==> config.mk <==
export PLATFORM = sky130hd
export DESIGN_NAME = serial_paralelo_rx_flat
export DESIGN_NICKNAME = d
export VERILOG_FILES = /design/src/rtl/serial_paralelo_rx_if.sv /design/src/rtl/serial_paralelo_rx.sv /design/src/flat_wrapper.sv
export SDC_FILE = /design/constraint.sdc
export NUM_CORES = 1
export LEC_CHECK = 0
export CAP_MARGIN = 10
export CORE_UTILIZATION = 54
export CTS_CLUSTER_DIAMETER = 150
export DETAILED_ROUTE_END_ITERATION = 7
export DONT_BUFFER_PORTS = 1
export MAX_ROUTING_LAYER = met4
export PLACE_DENSITY = 0.71
export RECOVER_POWER = 50
export SYNTH_ARGS = -nofsm -noshare
export SYNTH_HDL_FRONTEND = slang
export SYNTH_SLANG_ARGS = --single-unit
==> constraint.sdc <==
create_clock -name clk_32f -period 1.4 [get_ports clk_32f]
set_clock_uncertainty 0.2 [all_clocks]
set_input_delay 0.21 -clock clk_32f [delete_from_list [all_inputs] [get_ports clk_32f]]
set_output_delay 0.21 -clock clk_32f [all_outputs]
set_load 0.03 [all_outputs]
==> src/rtl/serial_paralelo_rx_if.sv <==
// Serial receive bus between the serial bit source and serial_paralelo_rx.
//   data_in     : serial bit, MSB first, one per clk_32f
//   data_out    : recovered byte
//   valid_out   : 1 = data_out is payload, 0 = idle/COM or nothing yet
//   byte_strobe : one-cycle pulse when data_out/valid_out update
//   active      : link aligned, sticky until reset
// master drives the serial bit and observes the byte side; slave is the receiver.
interface serial_paralelo_rx_if;
  logic       data_in;
  logic [7:0] data_out;
  logic       valid_out;
  logic       byte_strobe;
  logic       active;

  modport master (
    output data_in,
    input  data_out,
    input  valid_out,
    input  byte_strobe,
    input  active
  );

  modport slave (
    input  data_in,
    output data_out,
    output valid_out,
    output byte_strobe,
    output active
  );
endinterface

==> src/rtl/serial_paralelo_rx.sv <==
// Serial-to-parallel receiver for the phy_tx bitstream.
// Finds the byte boundary by matching COM on a sliding 8-bit window, confirms it with
// BC_COUNT consecutive aligned COM bytes, then emits one byte every 8 clocks.
// Ports:
//   clk_32f : bit clock, all logic on the rising edge
//   reset   : synchronous, active-high
//   bus     : serial_paralelo_rx_if.slave (data_in in; data_out, valid_out,
//             byte_strobe, active out)
module serial_paralelo_rx #(
  parameter logic [7:0]  COM      = 8'hBC,
  parameter int unsigned BC_COUNT = 4
) (
  input logic                  clk_32f,
  input logic                  reset,
  serial_paralelo_rx_if.slave  bus
);

  localparam int unsigned BcW = $clog2(BC_COUNT + 1);

  typedef enum logic [1:0] {
    StSearch,
    StAlign,
    StActive
  } state_e;

  state_e         state_q, state_d;
  logic [7:0]     sr_q, sr_d;
  logic [2:0]     bit_cnt_q, bit_cnt_d;
  logic [BcW-1:0] bc_cnt_q, bc_cnt_d;
  logic [7:0]     data_q, data_d;
  logic           valid_q, valid_d;
  logic           strobe_q, strobe_d;
  logic           active_q, active_d;

  logic           sr_is_com;
  logic           boundary;
  logic [BcW-1:0] bc_next;

  // All decisions look at the registered window, i.e. the 8 bits sampled before this edge.
  assign sr_is_com = (sr_q == COM);
  assign boundary  = (bit_cnt_q == 3'd0);
  assign bc_next   = bc_cnt_q + 1'b1;

  always_ff @(posedge clk_32f) begin
    if (reset) begin
      state_q   <= StSearch;
      sr_q      <= 8'h00;
      bit_cnt_q <= 3'd0;
      bc_cnt_q  <= '0;
      data_q    <= 8'h00;
      valid_q   <= 1'b0;
      strobe_q  <= 1'b0;
      active_q  <= 1'b0;
    end else begin
      state_q   <= state_d;
      sr_q      <= sr_d;
      bit_cnt_q <= bit_cnt_d;
      bc_cnt_q  <= bc_cnt_d;
      data_q    <= data_d;
      valid_q   <= valid_d;
      strobe_q  <= strobe_d;
      active_q  <= active_d;
    end
  end

  always_comb begin
    state_d   = state_q;
    sr_d      = {sr_q[6:0], bus.data_in};
    bit_cnt_d = bit_cnt_q + 3'd1;
    bc_cnt_d  = bc_cnt_q;
    data_d    = data_q;
    valid_d   = valid_q;
    strobe_d  = 1'b0;
    active_d  = active_q;

    unique case (state_q)
      StSearch: begin
        bit_cnt_d = 3'd0;
        if (sr_is_com) begin
          // Starting at 1 puts the next boundary exactly 8 edges after this match.
          bit_cnt_d = 3'd1;
          bc_cnt_d  = BcW'(1);
          if (BC_COUNT <= 1) begin
            state_d  = StActive;
            active_d = 1'b1;
          end else begin
            state_d = StAlign;
          end
        end
      end

      StAlign: begin
        if (boundary) begin
          if (sr_is_com) begin
            bc_cnt_d = bc_next;
            if (bc_next == BcW'(BC_COUNT)) begin
              state_d  = StActive;
              active_d = 1'b1;
            end
          end else begin
            // Lost alignment: bits already in sr are not rescanned, search restarts next edge.
            bc_cnt_d  = '0;
            bit_cnt_d = 3'd0;
            state_d   = StSearch;
          end
        end
      end

      StActive: begin
        // No loss-of-lock detection; only reset leaves this state.
        if (boundary) begin
          data_d   = sr_q;
          valid_d  = !sr_is_com;
          strobe_d = 1'b1;
        end
      end

      default: begin
        state_d   = StSearch;
        bit_cnt_d = 3'd0;
        bc_cnt_d  = '0;
      end
    endcase
  end

  assign bus.data_out    = data_q;
  assign bus.valid_out   = valid_q;
  assign bus.byte_strobe = strobe_q;
  assign bus.active      = active_q;

endmodule

==> src/flat_wrapper.sv <==
// flat-port wrapper written by rule: the top's interface ports become plain ports
module serial_paralelo_rx_flat 
#(
  parameter logic [7:0]  COM      = 8'hBC,
  parameter int unsigned BC_COUNT = 4
)
  (clk_32f, reset, bus_data_in, bus_data_out, bus_valid_out, bus_byte_strobe, bus_active);
  serial_paralelo_rx_if bus_i ();
  input logic clk_32f;
  input logic reset;
  input wire logic [$bits(bus_i.data_in)-1:0] bus_data_in;
  output wire logic [$bits(bus_i.data_out)-1:0] bus_data_out;
  output wire logic [$bits(bus_i.valid_out)-1:0] bus_valid_out;
  output wire logic [$bits(bus_i.byte_strobe)-1:0] bus_byte_strobe;
  output wire logic [$bits(bus_i.active)-1:0] bus_active;
  assign bus_i.data_in = bus_data_in;
  assign bus_data_out = bus_i.data_out;
  assign bus_valid_out = bus_i.valid_out;
  assign bus_byte_strobe = bus_i.byte_strobe;
  assign bus_active = bus_i.active;
  serial_paralelo_rx #(.COM(COM), .BC_COUNT(BC_COUNT)) u_core (.clk_32f(clk_32f), .reset(reset), .bus(bus_i));
endmodule
==> impl_results.md, run 1 <==
- Share of the synthesized area in the top cell type: 46.65%
- Die width: 48.32 µm
- Fillcell total: 149
- Post-route clock period utilization: 98.20%
- CP endpoint kind: flop
- Design Power: 1.119 mW
- P per Cell Area: 832.5 nW/µm²
- Largest net degree at the start of global routing: 31
- Sequential Area: 551.8 µm²
- Status: finished, violations left
- Routed vias: 819
- Yosys warns: 0
- # Post-CTS Setup Buffers: 0
- Worst Path Max Fanout: 4
- H-tree depth: 1
- Commonest register cell after synthesis: dfxtp_1
- Final Hold Viols: 20
- Synth area leaders: dfxtp_1, nand2_1, nor2b_1
- Layout area overhead: 15.98%
- Io pins: 14
- Vias in the first global route: 780
- Max Freq: 727.4 MHz
- Worst ir drop on vdd: 947.6 µV
- Synthesized area per cell: 10.07 µm²
- Syn nets: 122
- ANT nets after route: 0
- Vias per cell: 5.353
- Post-Syn Instances: 115
- Initial antenna violation count: 0
- Sequential-to-total area share from yosys stat: 46.65%
- Placed instance count: 142
- Int Power: 0.8946 mW
- Post-route core utilization: 67.80%
- Finished Cell Area: 1344 µm²
- Part of the power in registers: 69.3%
- Psw: 0.2241 mW
- Hold Buf Count CTS: 7
- Initial Utilization: 58.46%
- RSZ-0062 raised after global routing: yes
- Port bufs: 0
- Num CTS Buffers: 3
- Clk sinks: 27
- Yosys reg bits: 27
- Maxcap violations: 0
- Clock share of power: 29.3%
- Number of synthesized flops with an enable pin: 0
- Placement Cell Area: 1207 µm²
- Final critical-path required period: 1.375 ns
- Initial DRC Count: 12
- CTS tree: done
- Worst slew pin tran: 0.3218 ns
- Hold WS: -0.2729 ns
- Drt wl/cell: 12.65 µm
- # rows: 16
- Full die area: 2335 µm²
- Comb power frac: 1.4%
- N_diodes: 0
- DRC: 0
- Hold crit path type: input pin to flop
- Finished Layout Cells: 153
- Net count, final: 134
- First drt pass iteration count: 4
- Critical path arrival: 1.39 ns
- Post-route setup TNS: 0 ns
- Overflow after GRT: 0
- Clock transition at path regs: 0.13 ns
- CTS max path bufs: 2
- Core ar.: 1982 µm²
- Mapped cell area: 1159 µm²
- Gr usage total: 20.08%
- Failing checks: negative hold slack
- Crit path cell chain: inv_2, ha_4, nor2b_4, nor4_2, o211ai_1, o31ai_1
- Endpoints failing setup: 0
- Footprint of the multi-input gates: 620.6 µm²
- Worst EP required: 1.42 ns
- Leakage: 0.5488 nW
- Cell taking the most area after synthesis: dfxtp_1
- Share of layout cells above drive strength 1: 27.78%
- Die Ht: 48.32 µm
- CP Launch Type: flop
- Yosys cell types: 35
- Crit Path Category: flop to flop
- Crit-path slowest cell: dfxtp_2
- Pins Over Slew Limit: 0
- Worst rel slew slack: 78.52%
- Worst-Skew Late Latency: 0.32 ns
- Total wire length: 1.935 mm
- Detail Placement HPWL: 1.296 mm
- Switching share of power: 20.03%
- Synth async-reset ratio: 0%
- Root Buffer: clkbuf_4
- First-pass GRT wire length: 3.394 mm
- CP peak stage delay: 0.35 ns
- Global placer's final weighted congestion: 0.7617
## metal layers
| metal | up-vias | track usage [%] | routed length (µm) |
|---|---|---|---|
| li1 | 418 | - | - |
| met4 | 0 | 13.24 | 61 |
| met2 | 22 | 29.81 | 863 |
| met5 | - | - | 0 |
| met1 | 375 | 23.95 | 915 |
| met3 | 4 | 5.346 | 95 |
## critical path: cells and delay by family (launching register included)
family | cells | cell delay [ns]
and+or+nand+nor | 2 | 0.25
adders and majority gates | 1 | 0.14
buffers and inverters | 1 | 0.06
AOI/OAI and AO/OA | 2 | 0.27
DFF | 1 | 0.35
## registers in the layout, indices dropped and copies added (netlist names)
register,flops
u_core.bit_cnt_q,3
u_core.bc_cnt_q,3
u_core.state_q,2
u_core.bus.active,1
u_core.bus.data_out,8
u_core.bus.byte_strobe,1
u_core.bus.valid_out,1
u_core.sr_q,8
## kinds of logic (layout without fill, tap and decap cells)
kind of cell    Yosys count  in the layout  synth area share (%)
simple gates             53             53                 32.72
flops                    27             27                 46.65
compound gates           22             22                 12.20
buf+inv                   8             19                 3.347
fa+ha+maj                 4              4                 4.320
xor+xnor                  1              1                0.7561
## timing repair
action | CTS | global route
endpoints found under the setup margin | 12 | 16
gates resized for setup | 5 | 10
pin swaps | 2 | 4
endpoints found under the hold margin | 27 | 20
## cell type report
type	count	area share, %
Clock buffer	4	1.955
Tap cell	27	2.514
Multi-Input combinational cell	80	46.18
Sequential cell	27	41.06
Inverter	4	1.117
Timing Repair Buffer	11	7.169
## power by group through the flow
stage | clock [mW] | combinational, mW | sequential, mW
6_report | 0.328 | 0.0159 | 0.775
5_1_grt | 0.365 | 0.0171 | 0.776
4_1_cts | 0.339 | 0.0168 | 0.777
3_5_place_dp | 0 | 0.0121 | 0.793
3_3_place_gp | 0 | 0.0122 | 0.793
2_1_floorplan | 0 | 0.0192 | 0.793
## placed cells by master (no fill, tap or decap), types with 2 or more instances in the layout
cell	instances
nand2_1	19
nand2b_4	3
clkbuf_1	2
clkbuf_4	3
o21ai_2	2
o21ai_0	2
dfxtp_1	20
nand3b_1	3
dlygate4sd3_1	7
inv_1	2
nand3_1	2
ha_1	2
nor2_1	3
dfxtp_2	6
nor2_8	2
nor2b_1	9
a21oi_1	11
inv_2	2
o211ai_1	2
buf_4	3
## Yosys cell counts, types with 2 or more instances
cell type	instances
dfxtp_1	27
nand2_1	19
a21oi_1	11
nor2b_1	9
ha_1	4
inv_1	4
nand2b_4	3
nand3b_1	3
nor2_1	3
clkbuf_1	2
nand3_1	2
nor2_2	2
nor2_8	2
o211ai_1	2
o21ai_0	2
## through the flow
| step | hold WS (ns) | setup WS [ns] |
|---|---|---|
| 2_1_floorplan | 0.1382 | 0.01456 |
| 3_3_place_gp | 0.07804 | 0.009262 |
| 3_5_place_dp | 0.07851 | -0.03727 |
| 4_1_cts | -0.2813 | 0.003478 |
| 5_1_grt | -0.3027 | -0.06326 |
| 6_report | -0.2729 | 0.02525 |
## worst paths after layout
check / slack, ns / cells after the start / start / to
setup reg to reg: 0.03 / 6 / u_core.bit_cnt_q[1] / u_core.bit_cnt_q[0]
hold reg to reg: 0.28 / 2 / u_core.sr_q[1] / u_core.bus.data_out[1]
setup / recovery: 0.03 / 6 / u_core.bit_cnt_q[1] / u_core.bit_cnt_q[0]
hold / removal: -0.27 / 1 / reset / u_core.bus.valid_out
No activity file was read; power rests on OpenSTA's default activity.
==> inputs of run 2 (changes only) <==
--- a/config.mk
+++ b/config.mk
@@ -13,6 +13,7 @@
 export MAX_ROUTING_LAYER = met4
 export PLACE_DENSITY = 0.71
 export RECOVER_POWER = 50
+export REMOVE_ABC_BUFFERS = 1
 export SYNTH_ARGS = -nofsm -noshare
 export SYNTH_HDL_FRONTEND = slang
 export SYNTH_SLANG_ARGS = --single-unit
==> constraint.sdc (replaced) <==
create_clock -name clk_32f -period 1.15 [get_ports clk_32f]
set_clock_uncertainty 0.2 [all_clocks]
set_input_delay 0.1725 -clock clk_32f [delete_from_list [all_inputs] [get_ports clk_32f]]
set_output_delay 0.1725 -clock clk_32f [all_outputs]
set_load 0.03 [all_outputs]
==> run 2 against run 1 <==
Effect of this change: the run ends with negative hold slack, negative setup slack left; flip-flop and latch count is the same; critical path depth is the same; setup slack lost 0.40 ns; final area grew 25%; sequential share of layout area shrank 7.4 points; first-iteration DRC count grew to 2.5 times the previous value; maximum frequency shrank 10%; critical path type unchanged; critical endpoint unchanged; highest routed layer unchanged.
==> impl_results.md, run 2 (same netlist as run 1, synthesis figures left out) <==
- Failing checks: negative hold slack, negative setup slack
- Port bufs: 0
- Initial DRC Count: 30
- DRC: 0
- Crit-path slowest cell: dfxtp_2
- CP Launch Type: flop
- Root Buffer: clkbuf_4
- Endpoints failing setup: 28
- Die Ht: 48.32 µm
- Vias per cell: 5.681
- Net count, final: 163
- Worst Hold Launch: reset
- Hold depth: 1
- Worst slew pin tran: 0.2446 ns
- Worst hold path endpoint: u_core.bus.data_out[1]
- Critical path arrival: 1.53 ns
- Hold WS: -0.3123 ns
- # rows: 16
- RSZ-0062 raised after global routing: yes
- Maxcap violations: 0
- Num CTS Buffers: 3
- Overflow after GRT: 0
- Total wire length: 3.283 mm
- Initial Utilization: 58.46%
- CP peak stage delay: 0.36 ns
- Drt wl/cell: 18.04 µm
- Pins Over Slew Limit: 0
- Vias in the first global route: 936
- Clock transition at path regs: 0.14 ns
- Post-route core utilization: 84.85%
- Finished Cell Area: 1682 µm²
- Final Hold Viols: 26
- Placement Cell Area: 1364 µm²
- ANT nets after route: 0
- Routed vias: 1034
- Detail Placement HPWL: 1.511 mm
- Share of layout cells above drive strength 1: 60.65%
- Leakage: 0.7049 nW
- Largest net degree at the start of global routing: 31
- CP bufs+invs: 1
- Worst EP required: 1.16 ns
- H-tree depth: 1
- Most frequent cells in the layout: buf_4, nand2_1, dfxtp_2
- Worst rel slew slack: 83.55%
- Terminus of the critical flop-to-flop path: u_core.bit_cnt_q[0]
- Status: finished, violations left
- Flop2flop setup slack: -0.38 ns
- Gr usage total: 23.60%
- R2R Path Start: u_core.bit_cnt_q[1]
- First drt pass iteration count: 4
- Initial antenna violation count: 0
- CTS tree: done
- Clk sinks: 27
- Finished Layout Cells: 182
- Worst Path Max Fanout: 5
- Crit path cell chain: inv_2, ha_4, nor2b_4, nor4_2, o211ai_1, o31ai_1
- Worst ir drop on vdd: 627.6 µV
- Cells on worst reg2reg path: 6
- First-pass GRT wire length: 4.126 mm
- Worst-Skew Late Latency: 0.32 ns
- Hold Buf Count CTS: 1
- Layout area overhead: 45.14%
- Worst setup margin: -0.3783 ns
- Crit Path Category: flop to flop
- Final critical-path required period: 1.528 ns
- P per Cell Area: 817.5 nW/µm²
- Die width: 48.32 µm
- Placed instance count: 164
- Global placer's final weighted congestion: 0.8054
- CP endpoint kind: flop
- Commonest non-fill, non-tap cell in the layout: buf_4
- Max Freq: 654.3 MHz
- Hold crit path type: input pin to flop
- Post-route clock period utilization: 132.9%
- Io pins: 14
- CTS max path bufs: 2
- Family with the most delay on the worst path: flip-flops
- Full die area: 2335 µm²
- Core ar.: 1982 µm²
- N_diodes: 0
==> run 2: routing by layer <==
metal / share of wire, % / up-vias / GRT usage, %
li1: - / 475 / -
met1: 39 / 500 / 27.54
met2: 53 / 47 / 42.96
met3: 5.2 / 12 / 3.774
met4: 2.8 / 0 / 4.412
met5: 0 / - / -
==> run 2: cell type report <==
class                   count  area (µm²)
clock buffers               3       22.52
clock inverters             1       5.005
fillers                   100       300.3
inverters                   4       15.01
multi-input cells          83       714.4
flip-flops and latches     27       565.5
well taps                  27       33.78
repair buffers             37       325.3
==> run 2: how the worst max path moves through the flow <==
stage,start,endpoint,slack (ns),cells past startpoint
global route,u_core.bit_cnt_q[1],u_core.bit_cnt_q[0],-0.43,6
detailed placement,u_core.bit_cnt_q[0],u_core.bus.data_out[5],-0.35,6
floorplan,u_core.bit_cnt_q[0],u_core.bit_cnt_q[0],-0.33,6
finish,u_core.bit_cnt_q[1],u_core.bit_cnt_q[0],-0.38,6
CTS,u_core.bit_cnt_q[1],u_core.bit_cnt_q[0],-0.23,6
global placement,u_core.bit_cnt_q[0],u_core.bc_cnt_q[1],-0.30,6
==> run 2: timing repair <==
action,in CTS,in global routing
gates resized for setup,44,13
buffers inserted,3,8
gates cloned,1,2
hold endpoints to repair,27,26
setup endpoints to repair,30,29
pin swaps,8,12
==> run 2: power by group <==
part / leakage, nW / total [mW] / internal, mW / switching [mW]
combinational: 0.460 / 0.0234 / 0.0173 / 0.00609
clock: 0.0177 / 0.407 / 0.130 / 0.277
sequential: 0.227 / 0.944 / 0.938 / 0.00563
total: 0.705 / 1.37 / 1.09 / 0.289
==> run 2: metrics by stage <==
stage	setup TNS (ns)	setup slack [ns]	power [mW]
final	-5.043	-0.3783	1.375
after global routing	-6.040	-0.4289	1.416
after CTS	-3.123	-0.2349	1.373
after detailed placement	-4.872	-0.3462	0.9853
after global placement	-4.258	-0.3033	0.9845
after floorplan	-3.962	-0.3275	0.9756
==> inputs of run 3 (changes only) <==
--- a/config.mk
+++ b/config.mk
@@ -14,6 +14,7 @@
 export PLACE_DENSITY = 0.71
 export RECOVER_POWER = 50
 export REMOVE_ABC_BUFFERS = 1
+export SKIP_CTS_REPAIR_TIMING = 1
 export SYNTH_ARGS = -nofsm -noshare
 export SYNTH_HDL_FRONTEND = slang
 export SYNTH_SLANG_ARGS = --single-unit
==> run 3 against run 2 <==
Effect of this change: final cell count down 2.2%; via count decreased by 6.4%; the run still ends with negative hold slack, negative setup slack left; combinational power is essentially flat; sequential share of layout area grew 1.1 points; total power is 0.11% higher; clock-buffer cell count unchanged; maximum frequency increased by 3.7%; critical path depth is the same; register-to-register slack better by 0.05 ns.
==> impl_results.md, run 3 (same netlist as run 1, synthesis figures left out) <==
- Max Freq: 678.3 MHz
- Gr usage total: 20.57%
- Clk sinks: 27
- H-tree depth: 1
- CTS max path bufs: 2
- Overflow after GRT: 0
- Final critical-path required period: 1.474 ns
- Initial antenna violation count: 0
- First drt pass iteration count: 5
- # rows: 16
- Hold depth: 1
- Worst setup margin: -0.3243 ns
- Critical path arrival: 1.52 ns
- Initial Utilization: 58.46%
- Largest net degree at the start of global routing: 31
- Leakage: 0.6845 nW
- DRC: 0
- Worst Hold Launch: reset
- Port bufs: 0
- Total wire length: 2.767 mm
- Hold WS: -0.3219 ns
- Endpoints failing setup: 28
- Initial DRC Count: 34
- Hold crit path type: input pin to flop
- Global placer's final weighted congestion: 0.8054
- Net count, final: 159
- Cells on worst reg2reg path: 6
- Die width: 48.32 µm
- Worst Path Max Fanout: 5
- Worst ir drop on vdd: 828.6 µV
- Maxcap violations: 0
- Placement Cell Area: 1364 µm²
- N_diodes: 0
- Status: finished, violations left
- Finished Cell Area: 1627 µm²
- Vias per cell: 5.438
- Worst rel slew slack: 77.98%
- Num CTS Buffers: 3
- Worst EP required: 1.20 ns
- Final Hold Viols: 26
- Commonest non-fill, non-tap cell in the layout: buf_4
- Design Power: 1.376 mW
- RSZ-0062 raised after global routing: yes
- CP startpoint: u_core.bit_cnt_q[1]
- R2R Path Start: u_core.bit_cnt_q[1]
- Clock transition at path regs: 0.15 ns
- ANT nets after route: 0
- P per Cell Area: 846.1 nW/µm²
- Die Ht: 48.32 µm
- Crit Path Category: flop to flop
- Io pins: 14
- CP endpoint kind: flop
- Layout area overhead: 40.39%
- First-pass GRT wire length: 3.615 mm
- Drt wl/cell: 15.54 µm
- Post-route clock period utilization: 128.2%
- Vias in the first global route: 855
- CP Launch Type: flop
- Core ar.: 1982 µm²
- CTS tree: done
- Worst slew pin tran: 0.3291 ns
- Pins Over Slew Limit: 0
- Share of layout cells above drive strength 1: 56.29%
- Full die area: 2335 µm²
- Detail Placement HPWL: 1.511 mm
- Post-route core utilization: 82.07%
- Most frequent cells in the layout: buf_4, nand2_1, dfxtp_2
- Failing checks: negative hold slack, negative setup slack
- Worst-Skew Late Latency: 0.33 ns
- Routed vias: 968
- Root Buffer: clkbuf_4
run 3: through the flow:
step	setup TNS [ns]	instances	setup WS, ns
floorplan	-3.962	111	-0.3275
global placement	-4.258	164	-0.3033
detailed placement	-4.872	164	-0.3462
CTS	-6.089	168	-0.3766
global route	-6.050	178	-0.4074
finish	-4.674	178	-0.3243
run 3: layout make-up:
| class | count | area (µm²) |
|---|---|---|
| clock inverter | 1 | 5.005 |
| multi-input combinational | 83 | 694.4 |
| fill | 112 | 355.3 |
| sequential | 27 | 564.3 |
| clock buffer | 3 | 22.52 |
| inverter | 4 | 15.01 |
| timing repair buffer | 33 | 291.5 |
| tap | 27 | 33.78 |
run 3: worst max-delay path, cell delays in order (launching register included):
cell	delay, ns
dfxtp_2	0.36
inv_2	0.04
ha_4	0.16
nor2b_4	0.14
nor4_2	0.25
o211ai_1	0.15
o31ai_1	0.09
run 3: final timing paths:
check | to | slack, ns
setup reg to reg | u_core.bit_cnt_q[0] | -0.32
hold reg to reg | u_core.bus.data_out[4] | 0.26
setup / recovery | u_core.bit_cnt_q[0] | -0.32
hold / removal | u_core.bus.data_out[1] | -0.32
run 3: layer usage:
metal  routed length, µm  GRT usage (%)  up-vias
li1                    -              -      467
met1                1153          23.35      463
met2                1464          37.56       31
met3                 118          3.774        7
met4                  31          4.412        0
met5                   0              -        -
run 3: power breakdown:
group	internal, mW	switching [mW]	leakage [nW]	total, mW
Clock	0.131	0.279	0.0177	0.410
Combinational	0.0169	0.00641	0.440	0.0233
Sequential	0.938	0.00459	0.227	0.943
Total	1.09	0.290	0.684	1.38
